==> src/rtl/rast_sample_iterator.sv <==
// rast_sample_iterator: walks every subsample of a captured bounding box in raster order,
// one candidate per cycle, holding the upstream pipeline until the walk is about to finish.
module rast_sample_iterator #(
    parameter int SIGFIG = 24,
    parameter int RADIX  = 10,
    parameter int VERTS  = 3,
    parameter int AXIS   = 3
) (
    input  logic                     clk,
    input  logic                     rst,
    input  logic signed [SIGFIG-1:0] tri_R13S [VERTS][AXIS],
    input  logic signed [SIGFIG-1:0] box_R13S [2][2],
    input  logic                     validTri_R13H,
    input  logic [3:0]               subSample_RnnnnU,
    input  logic                     halt_R14L,
    output logic                     halt_RnnnnL,
    output logic signed [SIGFIG-1:0] tri_R14S [VERTS][AXIS],
    output logic signed [SIGFIG-1:0] sample_R14S [2],
    output logic                     validSamp_R14H
);
    typedef enum logic {WAIT, TEST} state_t;
    state_t state, state_nx;
    // one guard bit so x + step next to the screen edge cannot wrap
    logic signed [SIGFIG:0] step, ll_x, ur_x, ur_y, sx, sy;
    logic signed [SIGFIG:0] in_step, in_llx, in_lly, in_urx, in_ury, wx, nx, ny;
    logic [1:0] ss_lg2;
    logic wrap, last_in, last_nx, cap;

    assign ss_lg2  = subSample_RnnnnU[3] ? 2'd0 : subSample_RnnnnU[2] ? 2'd1 :
                     subSample_RnnnnU[1] ? 2'd2 : 2'd3;
    assign in_step = (SIGFIG+1)'(1) << (RADIX - int'(ss_lg2));
    assign in_llx  = (SIGFIG+1)'(box_R13S[0][0]);
    assign in_lly  = (SIGFIG+1)'(box_R13S[0][1]);
    assign in_urx  = (SIGFIG+1)'(box_R13S[1][0]);
    assign in_ury  = (SIGFIG+1)'(box_R13S[1][1]);

    assign wx      = sx + step;
    assign wrap    = wx > ur_x;
    assign nx      = wrap ? ll_x : wx;
    assign ny      = wrap ? sy + step : sy;
    assign last_nx = (nx + step > ur_x) && (ny + step > ur_y);
    assign last_in = (in_llx + in_step > in_urx) && (in_lly + in_step > in_ury);

    // release upstream on the edge that emits the final sample so boxes stream back to back
    assign halt_RnnnnL = halt_R14L && (state == WAIT || last_nx);
    assign sample_R14S = '{sx[SIGFIG-1:0], sy[SIGFIG-1:0]};

    always_comb begin
        state_nx = state;
        cap      = halt_R14L && state == WAIT && validTri_R13H;
        if (cap && !last_in)
            state_nx = TEST;
        else if (halt_R14L && state == TEST && last_nx)
            state_nx = WAIT;
    end

    always_ff @(posedge clk or negedge rst) begin
        if (!rst)
            state <= WAIT;
        else
            state <= state_nx;
    end

    always_ff @(posedge clk or negedge rst) begin
        if (!rst) begin
            step           <= '0;
            ll_x           <= '0;
            ur_x           <= '0;
            ur_y           <= '0;
            sx             <= '0;
            sy             <= '0;
            validSamp_R14H <= 1'b0;
            tri_R14S       <= '{default: '0};
        end else if (halt_R14L) begin
            if (state == TEST) begin
                sx             <= nx;
                sy             <= ny;
                validSamp_R14H <= 1'b1;
            end else begin
                validSamp_R14H <= validTri_R13H;
                if (cap) begin
                    step     <= in_step;
                    ll_x     <= in_llx;
                    ur_x     <= in_urx;
                    ur_y     <= in_ury;
                    sx       <= in_llx;
                    sy       <= in_lly;
                    tri_R14S <= tri_R13S;
                end
            end
        end
    end
endmodule

==> config.mk <==
export PLATFORM = sky130hd
export DESIGN_NAME = rast_sample_iterator
export DESIGN_NICKNAME = d
export VERILOG_FILES = /design/src/rtl/rast_sample_iterator.sv
export SDC_FILE = /design/constraint.sdc
export NUM_CORES = 1
export LEC_CHECK = 0
export ABC_AREA = 1
export CAP_MARGIN = 0
export CORE_AREA = 2 2 229 231
export CTS_BUF_LIST = sky130_fd_sc_hd__clkbuf_8
export CTS_CLUSTER_SIZE = 16
export DETAILED_ROUTE_END_ITERATION = 12
export DIE_AREA = 0 0 231 233
export GPL_ROUTABILITY_DRIVEN = 0
export PLACE_DENSITY = 0.75
export SYNTH_ARGS = -nofsm -noshare
export SYNTH_HDL_FRONTEND = slang
export SYNTH_SLANG_ARGS = --single-unit
==> constraint.sdc <==
create_clock -name clk -period 9.6 [get_ports clk]
set_input_delay 1.92 -clock clk [delete_from_list [all_inputs] [get_ports clk]]
set_output_delay 1.92 -clock clk [all_outputs]
set_load 0.01 [all_outputs]
==> impl_results.md, run 1 <==
* Synth Flop Type: dfrtp_1
* Clk root buf: clkbuf_8
* Vias per cell at 5.23
* WL/cell at approximately 19 µm
* Setup TNS Final at 0 ns
* DRC Markers at 0
* Clock Latency Late Sink at around 0.68 ns
* WP buf/inv at 7
* Total CTS buffers at 67
* Post-synth EDFFs at 0
* Clock Skew at ~0.06 ns
* Peak VDD IR at a little under 0.0003 V
* Worst path max stage delay at around 0.44 ns
* Crit path capture type: primary output
* Synth warnings at 0
* CP dominant cell by count: nand2_1
* Drt pass-1 iters at 6
* Max-slew headroom at 0.265
* Drt total wl at 86.4 mm
* Slowest CP cell: dfrtp_1
* Hold Path End: tri_R14S[207]
* CP max FO at 16
* Netlist cell types at 53
* Crit path max-delay family: simple AND/OR/NAND/NOR gates
* FF-to-FF End: state
* FP Rows at just over 80
* Die H at 233 µm
* Critical path class: reg2out
* Fraction of layout cells with a size suffix above 1 at 0.0756
* HP Start: tri_R14S[207]
* RR Startpoint: step[4]
* Power per cell area at 368 mW/mm²
* Final period util at 0.962
* Slew Limit Fails at 0
* Final min period at 9.23 ns
* Post-Syn Area at between 0.02 and 0.025 mm²
* First-pass GRT wire length at approximately 130 mm
* Core Region at between 0.05 and 0.06 mm²
* CP arrival at around 7.3 ns
* Max-Cap Viols at 0
* P&R area growth vs syn at 35.6%
* H-tree Lvls at 3
* R2r worst-path depth at 48
* CTS Sinks at 352
* Fmax at 108 MHz
* Pleak at approximately 16 nW
* Metal2 WL at approximately 40 mm
* Half-perimeter wire length after placement at around 67 mm
* # hold bufs at CTS at 0
* Synth Instances at between 3,000 and 4,000
* IO Pins at just under 600
* Run status: complete, no violations
* Hold_ws at ~0.47 ns
* Final hold vios at 0
* WL met1 at ~35 mm
* Hold Path Depth at 2
* Post-Syn Area per Cell at roughly 7.3 µm²
* Total grt overflow at 0
* Startpoint Class: register
* Worst-Margin Slew at 1.10 ns
* Met3 wire len at 8.26 mm
* Async SR Flop Fraction at 1.00
* Largest net degree at the start of global routing at 204
* Initial antenna violation count at 17
* Worst min-delay path class: reg2reg
* Die area at around 0.054 mm²
* R2R setup slack at approximately 3 ns
* CTS clk-pin slew, worst paths at approximately 0.060 ns
* CTS tree: done
* Input/output buffers at 584
* Register area share after synthesis at 0.373
* Post-DRT Antenna Nets at 0
* Worst EP required at 7.68 ns
* Total global-route track usage at 0.314
* Uppermost layer routed: met5
* Initial core utilization at 0.462
* Flops & latches, synth at around 350
* Via count at 23,832
* Final #Nets at 4,360
* Number of global-route vias before repair at between 20,000 and 25,000
* Setup-failing EPs final at 0
* Clock Tree Buf Depth at 3
* Chip width at between 200 and 250 µm
* Drt initial violations at about 2,100
## final cells by class
type                            count  area, µm²
Timing Repair Buffer              630       6290
Inverter                          326       1240
Multi-Input combinational cell   2437      13400
Clock buffer                       86       1180
Sequential cell                   352       8820
Antenna cell                       10       25.0
Clock inverter                     32        208
Fill cell                        4623      19100
Tap cell                          680        851
## worst max-delay path by stage
stage / startpoint / endpoint / slack [ns] / cells after the start
2_1_floorplan: step[4] / halt_RnnnnL / 1.34 / 41
3_3_place_gp: sx[0] / halt_RnnnnL / 0.15 / 44
3_5_place_dp: sx[0] / halt_RnnnnL / 0.04 / 47
4_1_cts: sx[0] / halt_RnnnnL / 0.02 / 44
5_1_grt: sx[0] / halt_RnnnnL / -0.09 / 48
6_report: step[4] / halt_RnnnnL / 0.37 / 48
## power breakdown
group / total, W / internal (W) / switching, W
Combinational: 0.00751 / 0.00314 / 0.00437
Clock: 0.00156 / 0.000839 / 0.000720
Sequential: 0.00271 / 0.00221 / 0.000506
## kinds of logic (layout without fill, tap and decap cells)
| logic type | Yosys count | count (layout) | synth area share |
|---|---|---|---|
| xor gates and xnor gates | 104 | 104 | 0.0386 |
| other | 1 | 34 | 0.000159 |
| DFF | 352 | 352 | 0.373 |
| and+or+nand+nor | 1615 | 1615 | 0.274 |
| AOI/OAI and AO/OA | 468 | 468 | 0.108 |
| buffers and inverters | 468 | 1074 | 0.0844 |
| adders and majority gates | 226 | 226 | 0.121 |
## cell usage in the layout (no fill, tap or decap), drive strengths merged, types with 4 or more instances in the layout
cell type      Yosys  routed
nand2           1304    1304
clkbuf            82      87
nand3b             7       7
inv              325     343
o22ai              7       7
fa                 5       5
conb               1      24
clkinv             1      11
nor3              20      20
o21ai            223     223
a22oi              4       4
dfrtp            352     352
or2                4       4
xor2              72      72
nand4             41      41
buf               60      46
diode              0      10
nand3             88      88
a21oi            186     186
o21bai             9       9
nor2             138     138
xnor2             32      32
a221oi             5       5
a21o               6       6
nor4               8       8
ha               221     221
a31oi              8       8
clkdlybuf4s50      0     582
o21a               6       6
## synthesized netlist by cell type, types with 3 or more instances
cell	number	area, µm²
nor2_2	7	43.8
clkbuf_1	82	308
inv_1	319	1200
xnor2_1	32	280
o221ai_1	3	26.3
a21boi_0	3	22.5
nand2_4	5	56.3
o21ai_2	11	96.3
a22oi_1	3	22.5
o22ai_1	7	43.8
o21ai_0	191	956
ha_1	221	2770
xor2_1	72	631
nand3b_1	7	52.6
nand2_2	12	75.1
nor2_1	130	488
nand4_1	41	257
nand2_1	1287	4830
fa_1	5	100
nand3_1	86	430
o21bai_1	9	67.6
or2_2	3	18.8
a221oi_1	5	43.8
a31oi_1	8	50.1
a21oi_1	185	926
nor3_1	20	100
buf_2	3	15.0
buf_1	4	15.0
inv_2	6	22.5
o21ai_1	21	105
dfrtp_1	352	8810
buf_4	49	368
nor4_1	8	50.1
o21a_1	6	45.0
a21o_1	6	45.0
## worst reg2reg max path: cells and delay by family, from the launching register on
family | cells | cell delay (ns)
buf+inv | 6 | 0.64
simple gates | 29 | 2.78
flops | 1 | 0.44
compound gates | 5 | 0.59
xor+xnor | 2 | 0.31
fa+ha+maj | 6 | 1.68
## registers in the layout, summed over array words and instances (netlist names)
register / count
state: 1
ur_y: 24
validSamp_R14H: 1
tri_R14S: 216
ll_x: 24
ur_x: 24
sy: 25
sx: 25
step: 12
## per-layer routing
| layer | track usage | vias up |
|---|---|---|
| met4 | 0.111 | 12 |
| met2 | 0.508 | 1012 |
| li1 | - | 11508 |
| met1 | 0.397 | 11101 |
| met3 | 0.0944 | 199 |
| met5 | 0 | - |
## metrics by stage
step	std cells	total power [W]	worst slack (ns)	area, µm²	utilization
4_1_cts	4532	0.0114	0.0190	31400	0.614
6_report	4553	0.0118	0.369	32000	0.626
3_3_place_gp	4412	0.00953	0.154	29900	0.586
2_1_floorplan	3257	0.00704	1.34	23700	-
5_1_grt	4547	0.0127	-0.0892	32000	0.626
3_5_place_dp	4412	0.00968	0.0361	29900	0.586
## what timing repair did
action	CTS	global route
resized for setup	17	103
endpoints found under the setup margin	1	1
gates cloned	1	1
pin swaps	1	18
setup buffers	1	10
Power figures use the tool's default switching activity.
==> run 2: changes to the inputs <==
CAP_MARGIN = 25   (was 0)
RECOVER_POWER = 25   (was unset)
==> run 2 against run 1 <==
  * The flow now finishes with violations (capacitance limit, slew limit)
  * Cell count about the same
  * Wire length about the same
  * Critical path depth unchanged
  * Clock power about the same
  * Non-clock buffer count increased by 2
  * Critical endpoint unchanged
  * Largest cell class unchanged
  * Highest routed layer unchanged
==> impl_results.md, run 2 (synthesis results as in run 1) <==
* Top reg by flops: tri_R14S
* DRC Markers at 0 (unchanged)
* CP arrival at 7.33 ns (+0.02 ns)
* Clk root buf: clkbuf_8
* Clock Latency Late Sink at 0.68 ns (about the same)
* Half-perimeter wire length after placement at 66.6 mm (unchanged)
* RR Startpoint: step[4]
* Via count at 23,788 (-0.18%)
* Initial antenna violation count at 17 (unchanged)
* Number of global-route vias before repair at 22,546 (unchanged)
* Worst EP required at 7.68 ns (about the same)
* Most frequent cells in the layout: nand2_1, clkdlybuf4s50_1, dfrtp_1
* Initial core utilization at 0.462 (unchanged)
* Input/output buffers at 584 (unchanged)
* Commonest non-fill, non-tap cell in the layout: nand2_1
* H-tree Lvls at 3 (unchanged)
* Die H at 233 µm (unchanged)
* CP dominant cell by count: nand2_1
* Die area at 0.0538 mm² (unchanged)
* Final hold vios at 0 (unchanged)
* Vias per cell at 5.22 (-0.21%)
* Setup TNS Final at 0 ns (unchanged)
* CTS tree: done
* Post-DRT Antenna Nets at 0 (unchanged)
* R2r worst-path depth at 48 (unchanged)
* Final min period at 9.25 ns (+0.0161 ns)
* Total grt overflow at 0 (unchanged)
* Drt pass-1 iters at 8 (+2)
* Worst min-delay path class: reg2reg
* Pleak at 16.4 nW (about the same)
* WL/cell at 19.0 µm (about the same)
* Worst path max stage delay at 0.44 ns (about the same)
* Setup-failing EPs final at 0 (unchanged)
* IO Pins at 586 (unchanged)
* Critical path class: reg2out
* Slew Limit Fails at 284 (+284)
* Max reg flops at 216 (unchanged)
* P&R area growth vs syn at 35.7% (about the same)
* Drt initial violations at 2,388 (+12%)
* Max-Cap Viols at 3 (+3)
* Largest net degree at the start of global routing at 204 (unchanged)
* Slowest CP cell: dfrtp_1
* Hold_ws at 0.467 ns (+0.000896 ns)
* CTS clk-pin slew, worst paths at 0.06 ns (about the same)
* Violated checks: capacitance limit, slew limit
* Power per cell area at 368 mW/mm² (about the same)
* CTS Sinks at 352 (unchanged)
* Startpoint Class: register
* Final period util at 0.963 (+0.00168)
* FF-to-FF End: state
* Fmax at 108 MHz (-0.17%)
* Clock Skew at 0.0597 ns (-0.000103 ns)
* Hold Path End: tri_R14S[207]
* Worst-Margin Slew at 3.79 ns (+2.69 ns)
* Clock Tree Buf Depth at 3 (unchanged)
* FP Rows at 83 (unchanged)
* HP Start: tri_R14S[207]
* Max-slew headroom at -1.53 (-1.79)
* Peak VDD IR at 0.000292 V (+0.75%)
* Total global-route track usage at 0.314 (unchanged)
* First-pass GRT wire length at 129 mm (unchanged)
* Biggest regs: tri_R14S (216), sx (25), sy (25)
* Drt total wl at 86.4 mm (about the same)
* Final #Nets at 4,362 (+0.046%)
* Fraction of layout cells with a size suffix above 1 at 0.0755 (about the same)
* Chip width at 231 µm (unchanged)
* # hold bufs at CTS at 0 (unchanged)
* Total CTS buffers at 67 (unchanged)
* CP max FO at 16 (unchanged)
* Run status: complete, but fails checks
* Core Region at 0.0511 mm² (unchanged)
* R2R setup slack at 2.98 ns (-0.03 ns)
* Hold Path Depth at 2 (unchanged)
* Crit path capture type: primary output
## run 2: report_power, final
part	total [W]	switching (W)	internal, W
sequential	0.00271	0.000505	0.00221
clock	0.00156	0.000719	0.000839
combinational	0.00752	0.00437	0.00315
## run 2: area by class of cell
type | count | area (µm²)
Timing Repair Buffer | 632 | 6310
Multi-Input combinational cell | 2437 | 13400
Antenna cell | 9 | 22.5
Clock buffer | 86 | 1180
Fill cell | 4621 | 19100
Clock inverter | 32 | 208
Inverter | 326 | 1240
Sequential cell | 352 | 8820
Tap cell | 680 | 851
## run 2: worst max-delay path: cells and delay by family (launching register included)
family / cells / cell delay, ns
XOR/XNOR: 2 / 0.31
adder cells (fa/ha/maj): 6 / 1.68
AO/OA/AOI/OAI: 6 / 0.70
AND/OR/NAND/NOR: 27 / 2.67
flip-flops: 1 / 0.44
buffers and inverters: 7 / 0.80
## run 2: through the flow
| step | setup WS, ns | power [W] | instances | util | instance area, µm² |
|---|---|---|---|---|---|
| finish | 0.353 | 0.0118 | 4554 | 0.627 | 32000 |
| global route | -0.100 | 0.0127 | 4549 | 0.626 | 32000 |
| CTS | 0.0190 | 0.0114 | 4532 | 0.614 | 31400 |
| detailed placement | 0.0361 | 0.00968 | 4412 | 0.586 | 29900 |
| global placement | 0.154 | 0.00953 | 4412 | 0.586 | 29900 |
| floorplan | 1.34 | 0.00704 | 3257 | - | 23700 |
## run 2: repair_timing
| action | CTS | global route |
|---|---|---|
| endpoints found under the setup margin | 1 | 1 |
| gates resized for setup | 17 | 103 |
| cloned | 1 | 1 |
| buffers inserted | 1 | 10 |
| pin swaps | 1 | 18 |
## run 2: worst max path at each step
stage,to,slack [ns],startpoint
finish,halt_RnnnnL,0.35,step[4]
global route,halt_RnnnnL,-0.10,sx[0]
CTS,halt_RnnnnL,0.02,sx[0]
detailed placement,halt_RnnnnL,0.04,sx[0]
global placement,halt_RnnnnL,0.15,sx[0]
floorplan,halt_RnnnnL,1.34,step[4]
## run 2: metal layers
| metal | vias to the layer above | track usage | part of all wire |
|---|---|---|---|
| met5 | - | 0 | 0.0010 |
| met4 | 12 | 0.111 | 0.036 |
| met1 | 11050 | 0.397 | 0.40 |
| met3 | 195 | 0.0944 | 0.099 |
| li1 | 11498 | - | - |
| met2 | 1033 | 0.508 | 0.46 |
